--- src/rtl/sub_ctrl_pkg.sv ---
// sub_ctrl_pkg
//   Shared definitions for the subtractor arbitration controller:
//   FSM state encoding, requester ids, result width and a zero-detect
//   helper used when the result is captured.
package sub_ctrl_pkg;

  // Width of the shared Subtractor datapath; the controller only supports this.
  localparam int SUB_W = 8;
  // Result width: difference plus borrow in the MSB.
  localparam int RES_W = SUB_W + 1;

  typedef enum logic [1:0] {
    IDLE = 2'b00,
    EXEC = 2'b01,
    DONE = 2'b10
  } state_t;

  localparam logic ID_REQ0 = 1'b0;
  localparam logic ID_REQ1 = 1'b1;

  // Zero flag looks only at the difference bits, never at the borrow.
  function automatic logic is_zero(input logic [SUB_W-1:0] i_val);
    return (i_val == '0);
  endfunction

endpackage

--- src/rtl/Subtractor.sv ---
// Subtractor
//   8-bit unsigned subtractor shared by the arbitration controller.
//   Ports:
//     A - minuend
//     B - subtrahend
//     D - 9-bit two's-complement difference; D[8] is the borrow out of
//         the MSB stage (set when A < B unsigned)
module Subtractor (
  input  logic [7:0] A,
  input  logic [7:0] B,
  output logic [8:0] D
);

  // Zero-extending both operands makes bit 8 of the difference the borrow.
  assign D = {1'b0, A} - {1'b0, B};

endmodule

--- src/rtl/rr_arbiter_2.sv ---
// rr_arbiter_2
//   Two-way round-robin arbiter. The grant is combinational; a registered
//   preference bit remembers who should win the next tie.
//   Ports:
//     clk, rst       - clock and asynchronous active-high reset
//     i_en           - grants may be issued this cycle
//     i_req0/i_req1  - requests
//     o_gnt0/o_gnt1  - one-hot grant (both 0 when disabled or no request)
module rr_arbiter_2 (
  input  logic clk,
  input  logic rst,
  input  logic i_en,
  input  logic i_req0,
  input  logic i_req1,
  output logic o_gnt0,
  output logic o_gnt1
);

  // 0: req0 wins a tie, 1: req1 wins a tie.
  logic r_prefer1;

  always_comb begin
    o_gnt0 = 1'b0;
    o_gnt1 = 1'b0;
    if (i_en) begin
      if (i_req0 && i_req1) begin
        o_gnt0 = !r_prefer1;
        o_gnt1 = r_prefer1;
      end else begin
        o_gnt0 = i_req0;
        o_gnt1 = i_req1;
      end
    end
  end

  // Preference moves only on a real grant, to the requester that lost.
  always_ff @(posedge clk or posedge rst) begin
    if (rst) begin
      r_prefer1 <= 1'b0;
    end else if (o_gnt0) begin
      r_prefer1 <= 1'b1;
    end else if (o_gnt1) begin
      r_prefer1 <= 1'b0;
    end
  end

endmodule

--- src/rtl/sub_arbiter_ctrl.sv ---
// sub_arbiter_ctrl
//   Shares one Subtractor between two valid/ready requesters with
//   round-robin arbitration, holds the winner's operands for EXEC_CYCLES
//   cycles, then presents the registered 9-bit result (borrow in the MSB)
//   with owner id and zero flag, driving EN to the downstream tri-state
//   stage while the result is presented.
//
//   state | meaning
//   IDLE  | waiting for a request; grant issued combinationally
//   EXEC  | latched operands on the Subtractor, counting down
//   DONE  | result presented (res_valid/EN) until res_ready
//
//   Ports:
//     clk, rst                       - clock, async active-high reset
//     reqN_valid/reqN_a/reqN_b       - requester N operation (N = 0, 1)
//     reqN_ready                     - requester N accepted this cycle
//     res_valid/res_ready            - result handshake
//     res_data                       - a-b, bit WIDTH is borrow
//     res_id                         - requester owning res_data
//     res_zero                       - difference bits are all zero
//     EN                             - downstream tri-state enable
//     busy                           - controller not in IDLE
module sub_arbiter_ctrl
  import sub_ctrl_pkg::*;
#(
  parameter int WIDTH       = 8,
  parameter int EXEC_CYCLES = 1
) (
  input  logic             clk,
  input  logic             rst,
  input  logic             req0_valid,
  input  logic [WIDTH-1:0] req0_a,
  input  logic [WIDTH-1:0] req0_b,
  output logic             req0_ready,
  input  logic             req1_valid,
  input  logic [WIDTH-1:0] req1_a,
  input  logic [WIDTH-1:0] req1_b,
  output logic             req1_ready,
  output logic             res_valid,
  input  logic             res_ready,
  output logic [WIDTH:0]   res_data,
  output logic             res_id,
  output logic             res_zero,
  output logic             EN,
  output logic             busy
);

  localparam int CNT_W = (EXEC_CYCLES > 1) ? $clog2(EXEC_CYCLES) : 1;
  localparam logic [CNT_W-1:0] CNT_LOAD = CNT_W'(EXEC_CYCLES - 1);

  state_t             r_state;
  state_t             w_state_nxt;
  logic [CNT_W-1:0]   r_cnt;
  logic [CNT_W-1:0]   w_cnt_nxt;
  logic [WIDTH-1:0]   r_a;
  logic [WIDTH-1:0]   r_b;
  logic               r_owner;
  logic [RES_W-1:0]   r_res_data;
  logic               r_res_id;
  logic               r_res_zero;

  logic               w_arb_en;
  logic               w_gnt0;
  logic               w_gnt1;
  logic               w_accept;
  logic               w_capture;
  logic [RES_W-1:0]   w_diff;

  // Reset is folded into the enable so the readys read 0 while rst is high.
  assign w_arb_en = (r_state == IDLE) && !rst;

  rr_arbiter_2 u_arb (
    .clk    (clk),
    .rst    (rst),
    .i_en   (w_arb_en),
    .i_req0 (req0_valid),
    .i_req1 (req1_valid),
    .o_gnt0 (w_gnt0),
    .o_gnt1 (w_gnt1)
  );

  Subtractor u_sub (
    .A (r_a),
    .B (r_b),
    .D (w_diff)
  );

  always_comb begin
    w_state_nxt = r_state;
    w_cnt_nxt   = r_cnt;
    w_accept    = 1'b0;
    w_capture   = 1'b0;
    case (r_state)
      IDLE: begin
        if (w_gnt0 || w_gnt1) begin
          w_accept    = 1'b1;
          w_cnt_nxt   = CNT_LOAD;
          w_state_nxt = EXEC;
        end
      end
      EXEC: begin
        if (r_cnt == '0) begin
          w_capture   = 1'b1;
          w_state_nxt = DONE;
        end else begin
          w_cnt_nxt = r_cnt - CNT_W'(1);
        end
      end
      DONE: begin
        if (res_ready) begin
          w_state_nxt = IDLE;
        end
      end
      default: begin
        w_state_nxt = IDLE;
        w_cnt_nxt   = '0;
      end
    endcase
  end

  always_ff @(posedge clk or posedge rst) begin
    if (rst) begin
      r_state    <= IDLE;
      r_cnt      <= '0;
      r_a        <= '0;
      r_b        <= '0;
      r_owner    <= ID_REQ0;
      r_res_data <= '0;
      r_res_id   <= ID_REQ0;
      r_res_zero <= 1'b0;
    end else begin
      r_state <= w_state_nxt;
      r_cnt   <= w_cnt_nxt;
      if (w_accept) begin
        r_a     <= w_gnt1 ? req1_a : req0_a;
        r_b     <= w_gnt1 ? req1_b : req0_b;
        r_owner <= w_gnt1 ? ID_REQ1 : ID_REQ0;
      end
      if (w_capture) begin
        r_res_data <= w_diff;
        r_res_zero <= is_zero(w_diff[WIDTH-1:0]);
        r_res_id   <= r_owner;
      end
    end
  end

  assign req0_ready = w_gnt0;
  assign req1_ready = w_gnt1;
  assign res_valid  = (r_state == DONE);
  assign EN         = (r_state == DONE);
  assign busy       = (r_state != IDLE);
  assign res_data   = r_res_data;
  assign res_id     = r_res_id;
  assign res_zero   = r_res_zero;

endmodule

--- config.mk ---
export PLATFORM = sky130hd
export DESIGN_NAME = sub_arbiter_ctrl
export DESIGN_NICKNAME = d
export VERILOG_FILES = /design/src/rtl/sub_ctrl_pkg.sv /design/src/rtl/Subtractor.sv /design/src/rtl/rr_arbiter_2.sv /design/src/rtl/sub_arbiter_ctrl.sv
export SDC_FILE = /design/constraint.sdc
export NUM_CORES = 1
export LEC_CHECK = 0
export CELL_PAD_IN_SITES_DETAIL_PLACEMENT = 1
export CELL_PAD_IN_SITES_GLOBAL_PLACEMENT = 2
export CORE_ASPECT_RATIO = 1.1
export CORE_UTILIZATION = 28
export CTS_CLUSTER_SIZE = 12
export DETAILED_ROUTE_END_ITERATION = 8
export HOLD_SLACK_MARGIN = 0.05
export PLACE_DENSITY = 0.87
export RECOVER_POWER = 25
export SYNTH_ARGS = -nofsm -noshare
export SYNTH_HDL_FRONTEND = slang
export SYNTH_SLANG_ARGS = --single-unit
--- constraint.sdc ---
create_clock -name clk -period 2.2 [get_ports clk]
set_clock_uncertainty 0.05 [all_clocks]
set_input_delay 0.22 -clock clk [delete_from_list [all_inputs] [get_ports clk]]
set_output_delay 0.22 -clock clk [all_outputs]
set_load 0.02 [all_outputs]
==> results.txt, run 1 <==
status = complete, no violations
Seq/Total Area, Yosys = 0.450
WL met1 = 1670 µm
Synth area leader = dfrtp_1
Sw Ratio = 0.396
Synth Net Count = 221
GRT overflow = 0
Die Ht = 84.3 µm
synthesis-to-finish area growth = 41.2%
crit path kind = register to register
final wirelength = 3670 µm
clock sink count = 31
Overall Power = 3.18 mW
R2R cell count = 8
commonest cells in the netlist = dfrtp_1, nand2_1, o21ai_0
critical path's largest stage delay = 0.41 ns
Peak VDD IR = 0.416 mV
Die Width = 76.8 µm
post-synth cell types = 41
Core Area = 5840 µm²
worst hold path depth = 2
CTS tree = done
Worst Hold Launch = res_data[3]$_DFFE_PP0N_
vias in the first global route = 1466
share of cells above drive strength 1 = 0.0991
worst-margin pin slew = 1.14 ns
RSZ-0062 raised after global routing = no
Int Power = 1.92 mW
antenna fix cells = 0
period utilisation layout = 0.955
Max Cap Viol = 0
Cell Chain, Critical Path = inv_1, ha_1, fa_1, nor2b_1, o31a_1, o31a_1, nor2_1, o41ai_2
Comb power frac = 0.550
leakage = 1.19 nW
top_reg_cell synth = dfrtp_1
fin nets = 277
drt pass-1 iters = 4
final setup TNS = 0 ns
post-route cell area = 2430 µm²
global-route wire length before repair = 6570 µm
Reg-to-Reg End = res_zero$_DFFE_PP0N_
CTS max path bufs = 2
Final Util = 0.417
RD Place Congestion = 0.714
Arrival @ worst endpoint = 2.24 ns
slowest CP cell = fa_1
Seq pwr share = 0.296
power per cell area = 1310 nW/µm²
YS warnings = 0
ANT nets after route = 0
most frequent cell after synthesis = dfrtp_1
CP dominant cell by count = o31a_1
Top Metal Used = met4
CTS Buf Count = 5
worst-path fanout max = 3
placed inst area = 2340 µm²
Data required, critical path = 2.33 ns
Worst Hold Class = register to register
row count = 29
post-synthesis instance total = 175
Synth Cell Area = 1720 µm²
Hold EP = res_data[3]$_DFFE_PP0N_
initial antenna violation count = 0
register bit total from synthesis = 31
Final setup viols = 0
Vias = 1394
CP Capture Type = register
Slew Limit Fails = 0
GRT Util Overall = 0.127
FF-to-FF setup slack = 0.1 ns
port buffer count = 52
endpoints failing hold = 0
FILL cells = 676
DR WL met2 = 1760 µm
# H-tree levels = 2
slew margin rel. = 0.241
met3 WL = 170 µm
Startpoint Class = register
largest net degree at the start of global routing = 36
clock network power share = 0.154
half-perimeter wire length after placement = 2860 µm
RR Startpoint = r_a[0]$_DFFE_PP0P_
Worst setup startpoint = r_a[0]$_DFFE_PP0P_
min Tclk post-route = 2.10 ns
Psw = 1.26 mW
I/O pin count = 53
Die ar. = 6480 µm²
worst-skew pair later-pin latency = 0.28 ns
fmax = 476 MHz
Initial Util = 0.295
top cell type's share of synthesized area = 0.450
number of flops mapped to enable cells by yosys = 0
mean routed wirelength per cell = 11.9 µm
hold_buf cts = 0
vias per inst = 4.51
Remaining DRCs = 0
Syn Area/Cell = 9.85 µm²
Area contributors post-synth = dfrtp_1, mux2i_1, o21ai_0
root buffer cell = clkbuf_8
clk slew on worst S/H paths = 0.06 ns
1st-iter DRT viols = 51
FFs w/ async S/R, synth = 1.00
-- layout by cell type, fill, tap and decap left out, types with 2 or more instances in the layout --
| master | instances |
|---|---|
| o21ai_0 | 22 |
| nand2_1 | 29 |
| mux2_2 | 3 |
| buf_4 | 4 |
| o21a_1 | 3 |
| dlygate4sd2_1 | 2 |
| ha_1 | 8 |
| o21ai_2 | 2 |
| clkbuf_8 | 7 |
| xor2_1 | 2 |
| mux2i_1 | 17 |
| nand2b_1 | 3 |
| nor2b_1 | 4 |
| nor2_1 | 5 |
| clkdlybuf4s50_1 | 49 |
| dfrtp_1 | 31 |
| inv_1 | 13 |
| o31a_1 | 2 |
-- state kept, by name (all words and copies together), names as in the netlist --
name             cells
res_data             9
r_a                  8
r_b                  8
r_state              2
r_owner              1
res_id               1
res_zero             1
u_arb.r_prefer1      1
-- worst max-delay path, delay by kind of cell, from the launching register on --
kind	cells	cell delay [ns]
compound gates	3	0.69
fa+ha+maj	2	0.63
buf+inv	1	0.05
flops	1	0.35
simple gates	2	0.24
-- layer usage --
metal | up-vias | GRT usage
met4 | 0 | 0.0524
met2 | 38 | 0.213
met5 | - | 0
met3 | 7 | 0.0304
li1 | 717 | -
met1 | 632 | 0.156
-- how the worst max path moves through the flow --
stage,slack [ns],end,depth (start not counted)
finish,0.1,res_zero$_DFFE_PP0N_,8
global route,0.0008,res_zero$_DFFE_PP0N_,8
CTS,0.1,res_zero$_DFFE_PP0N_,8
detailed placement,0.06,r_a[5]$_DFFE_PP0P_,3
global placement,0.12,res_zero$_DFFE_PP0N_,8
floorplan,0.27,res_data[7]$_DFFE_PP0N_,6
-- timing repair --
action / 4_1_cts / 5_1_grt
buffers inserted: 0 / 0
setup endpoints to repair: 2 / 0
resized for setup: 2 / 0
-- cell type report --
cell class                 count  area [µm²]  share of cell area
clock buffer                   8         100              0.0411
inverter                      13        48.8              0.0200
multi-input combinational    123         861               0.354
sequential                    31         776               0.319
tap                           77        96.3              0.0396
timing repair buffer          57         553               0.227
-- metrics by stage --
step | hold slack (ns) | setup slack, ns | cells
final | 0.422 | 0.0999 | 309
after detailed placement | 0.412 | 0.0576 | 301
after CTS | 0.340 | 0.0979 | 309
after global routing | 0.441 | 0.000787 | 309
after floorplan | 0.274 | 0.269 | 175
after global placement | 0.414 | 0.123 | 301
-- logic make-up after synthesis --
group	count (synthesis)	synth area share
flops	31	0.450
buf+inv	21	0.0530
simple gates	51	0.141
fa+ha+maj	9	0.0697
compound gates	40	0.152
xor+xnor	2	0.0102
mux	21	0.125
-- power by group through the flow --
stage,sequential [mW],combinational (mW),clock [mW]
4_1_cts,0.950,1.77,0.505
3_3_place_gp,0.948,1.71,0
3_5_place_dp,0.958,1.76,0
5_1_grt,0.985,1.95,0.526
6_report,0.943,1.75,0.491
2_1_floorplan,1.04,1.10,0
Note: power is estimated with default switching activity, not from simulation.
==> run 2, diff against run 1 <==
CORE_ASPECT_RATIO = 1.4   (was 1.1)
==> run 2 against run 1 <==
Against the previous run: sequential share of layout area rose by 0.15 points; global-route usage fell by 0.11 points; critical path depth fell by 1; die area barely moved; final cell count fell by 2.6%; count of clock-buffer cells in the layout did not move; first-iteration DRC count fell by 47%; critical path type unchanged; largest cell class unchanged.
==> results.txt, run 2 (synthesis gave the netlist of run 1 again) <==
met2 Usage GRT = 0.209
Vias = 1397
Slew Limit Fails = 0
commonest cells after routing, fill and taps aside = clkdlybuf4s50_1, dfrtp_1, nand2_1
fmax = 491 MHz
initial antenna violation count = 0
RD Place Congestion = 0.712
worst-skew pair later-pin latency = 0.28 ns
I/O pin count = 53
drt pass-1 iters = 3
max FFs per register = 9
critical path buffer and inverter count = 1
Arrival @ worst endpoint = 2.15 ns
CTS tree = done
largest net degree at the start of global routing = 36
endpoints failing hold = 0
Core Area = 5900 µm²
# H-tree levels = 2
row count = 33
Data required, critical path = 2.32 ns
final setup TNS = 0 ns
worst-margin pin slew = 1.09 ns
GRT overflow = 0
port buffer count = 52
fin nets = 276
leakage = 1.18 nW
slowest CP cell = or4_4
Peak VDD IR = 0.367 mV
Startpoint Class = register
mean routed wirelength per cell = 11.5 µm
Worst Hold Class = register to register
post-CTS setup buffers = 0
Max Cap Viol = 0
Cell Chain, Critical Path = inv_1, ha_1, or4_4, o21ai_2, a21oi_2, xor2_1, mux2_1
slew margin rel. = 0.274
crit path kind = register to register
CP Capture Type = register
Top Usage Layer GRT = met2
share of cells above drive strength 1 = 0.104
worst-path fanout max = 5
met1 usage = 0.141
min Tclk post-route = 2.04 ns
post-route cell area = 2420 µm²
CTS max path bufs = 2
placed inst area = 2320 µm²
Die Width = 68.3 µm
antenna fix cells = 0
critical path's largest stage delay = 0.53 ns
clk slew on worst S/H paths = 0.06 ns
hold_buf cts = 0
status = complete, no violations
half-perimeter wire length after placement = 2750 µm
power per cell area = 1300 nW/µm²
hold_ws = 0.429 ns
clock sink count = 31
period utilisation layout = 0.926
Top delay family on crit path = simple AND/OR/NAND/NOR gates
Final setup viols = 0
root buffer cell = clkbuf_8
vias per inst = 4.64
final wirelength = 3460 µm
most common cell after layout, fill and taps aside = clkdlybuf4s50_1
Die Ht = 94.9 µm
met3 usage = 0.0254
1st-iter DRT viols = 27
Initial Util = 0.292
CTS Buf Count = 5
global-route wire length before repair = 5970 µm
ANT nets after route = 0
vias in the first global route = 1408
GRT Util Overall = 0.126
synthesis-to-finish area growth = 40.6%
Remaining DRCs = 0
RSZ-0062 raised after global routing = no
Die ar. = 6480 µm²
-- run 2: cell types whose count changed in the layout (fill, tap and decap cells not counted), sizes merged --
cell / delta
buf: -1
-- run 2: final cells by class --
| type | count | area [µm²] |
|---|---|---|
| multi-input combinational | 123 | 866 |
| tap | 70 | 87.6 |
| timing repair buffer | 56 | 546 |
| fill | 676 | 3480 |
| clock buffer | 8 | 100 |
| sequential | 31 | 776 |
| inverter | 13 | 48.8 |
-- run 2: final timing paths --
kind,from,end,slack (ns),cells past startpoint
max reg2reg,r_b[4]$_DFFE_PP0P_,res_data[7]$_DFFE_PP0N_,0.16,7
min,res_zero$_DFFE_PP0N_,res_zero$_DFFE_PP0N_,0.43,2
max in group asynchronous,rst,r_b[7]$_DFFE_PP0P_,1.03,3
max,r_b[4]$_DFFE_PP0P_,res_data[7]$_DFFE_PP0N_,0.16,7
min in group asynchronous,rst,r_state[0]$_DFFE_PP0P_,0.58,3
min reg2reg,res_zero$_DFFE_PP0N_,res_zero$_DFFE_PP0N_,0.43,2
-- run 2: worst register-to-register path: cells and delay by family (launching register included) --
kind / cells / cell delay [ns]
simple gates: 1 / 0.53
fa+ha+maj: 1 / 0.34
flops: 1 / 0.36
compound gates: 2 / 0.13
xor+xnor: 1 / 0.17
buf+inv: 1 / 0.06
mux: 1 / 0.29
-- run 2: report_power, final --
part	switching [mW]	internal [mW]
registers	0.134	0.809
logic	0.888	0.830
clock network	0.201	0.285
-- run 2: what timing repair did --
item	CTS	global route
pin swaps	0	1
gates resized for setup	2	2
setup endpoints to repair	2	1
-- run 2: through the flow --
step | setup WS, ns | std cells | util | power, mW
final | 0.163 | 301 | 0.410 | 3.15
after CTS | 0.110 | 301 | 0.410 | 3.20
after detailed placement | 0.125 | 293 | 0.394 | 2.69
after global routing | 0.0255 | 301 | 0.410 | 3.42
after floorplan | 0.269 | 175 | - | 2.14
after global placement | 0.162 | 293 | 0.394 | 2.65
-- run 2: layer usage --
metal | wire, µm | part of all wire
met1 | 1450 | 0.42
met2 | 1810 | 0.52
met3 | 103 | 0.030
met4 | 89 | 0.026
met5 | 0 | 0
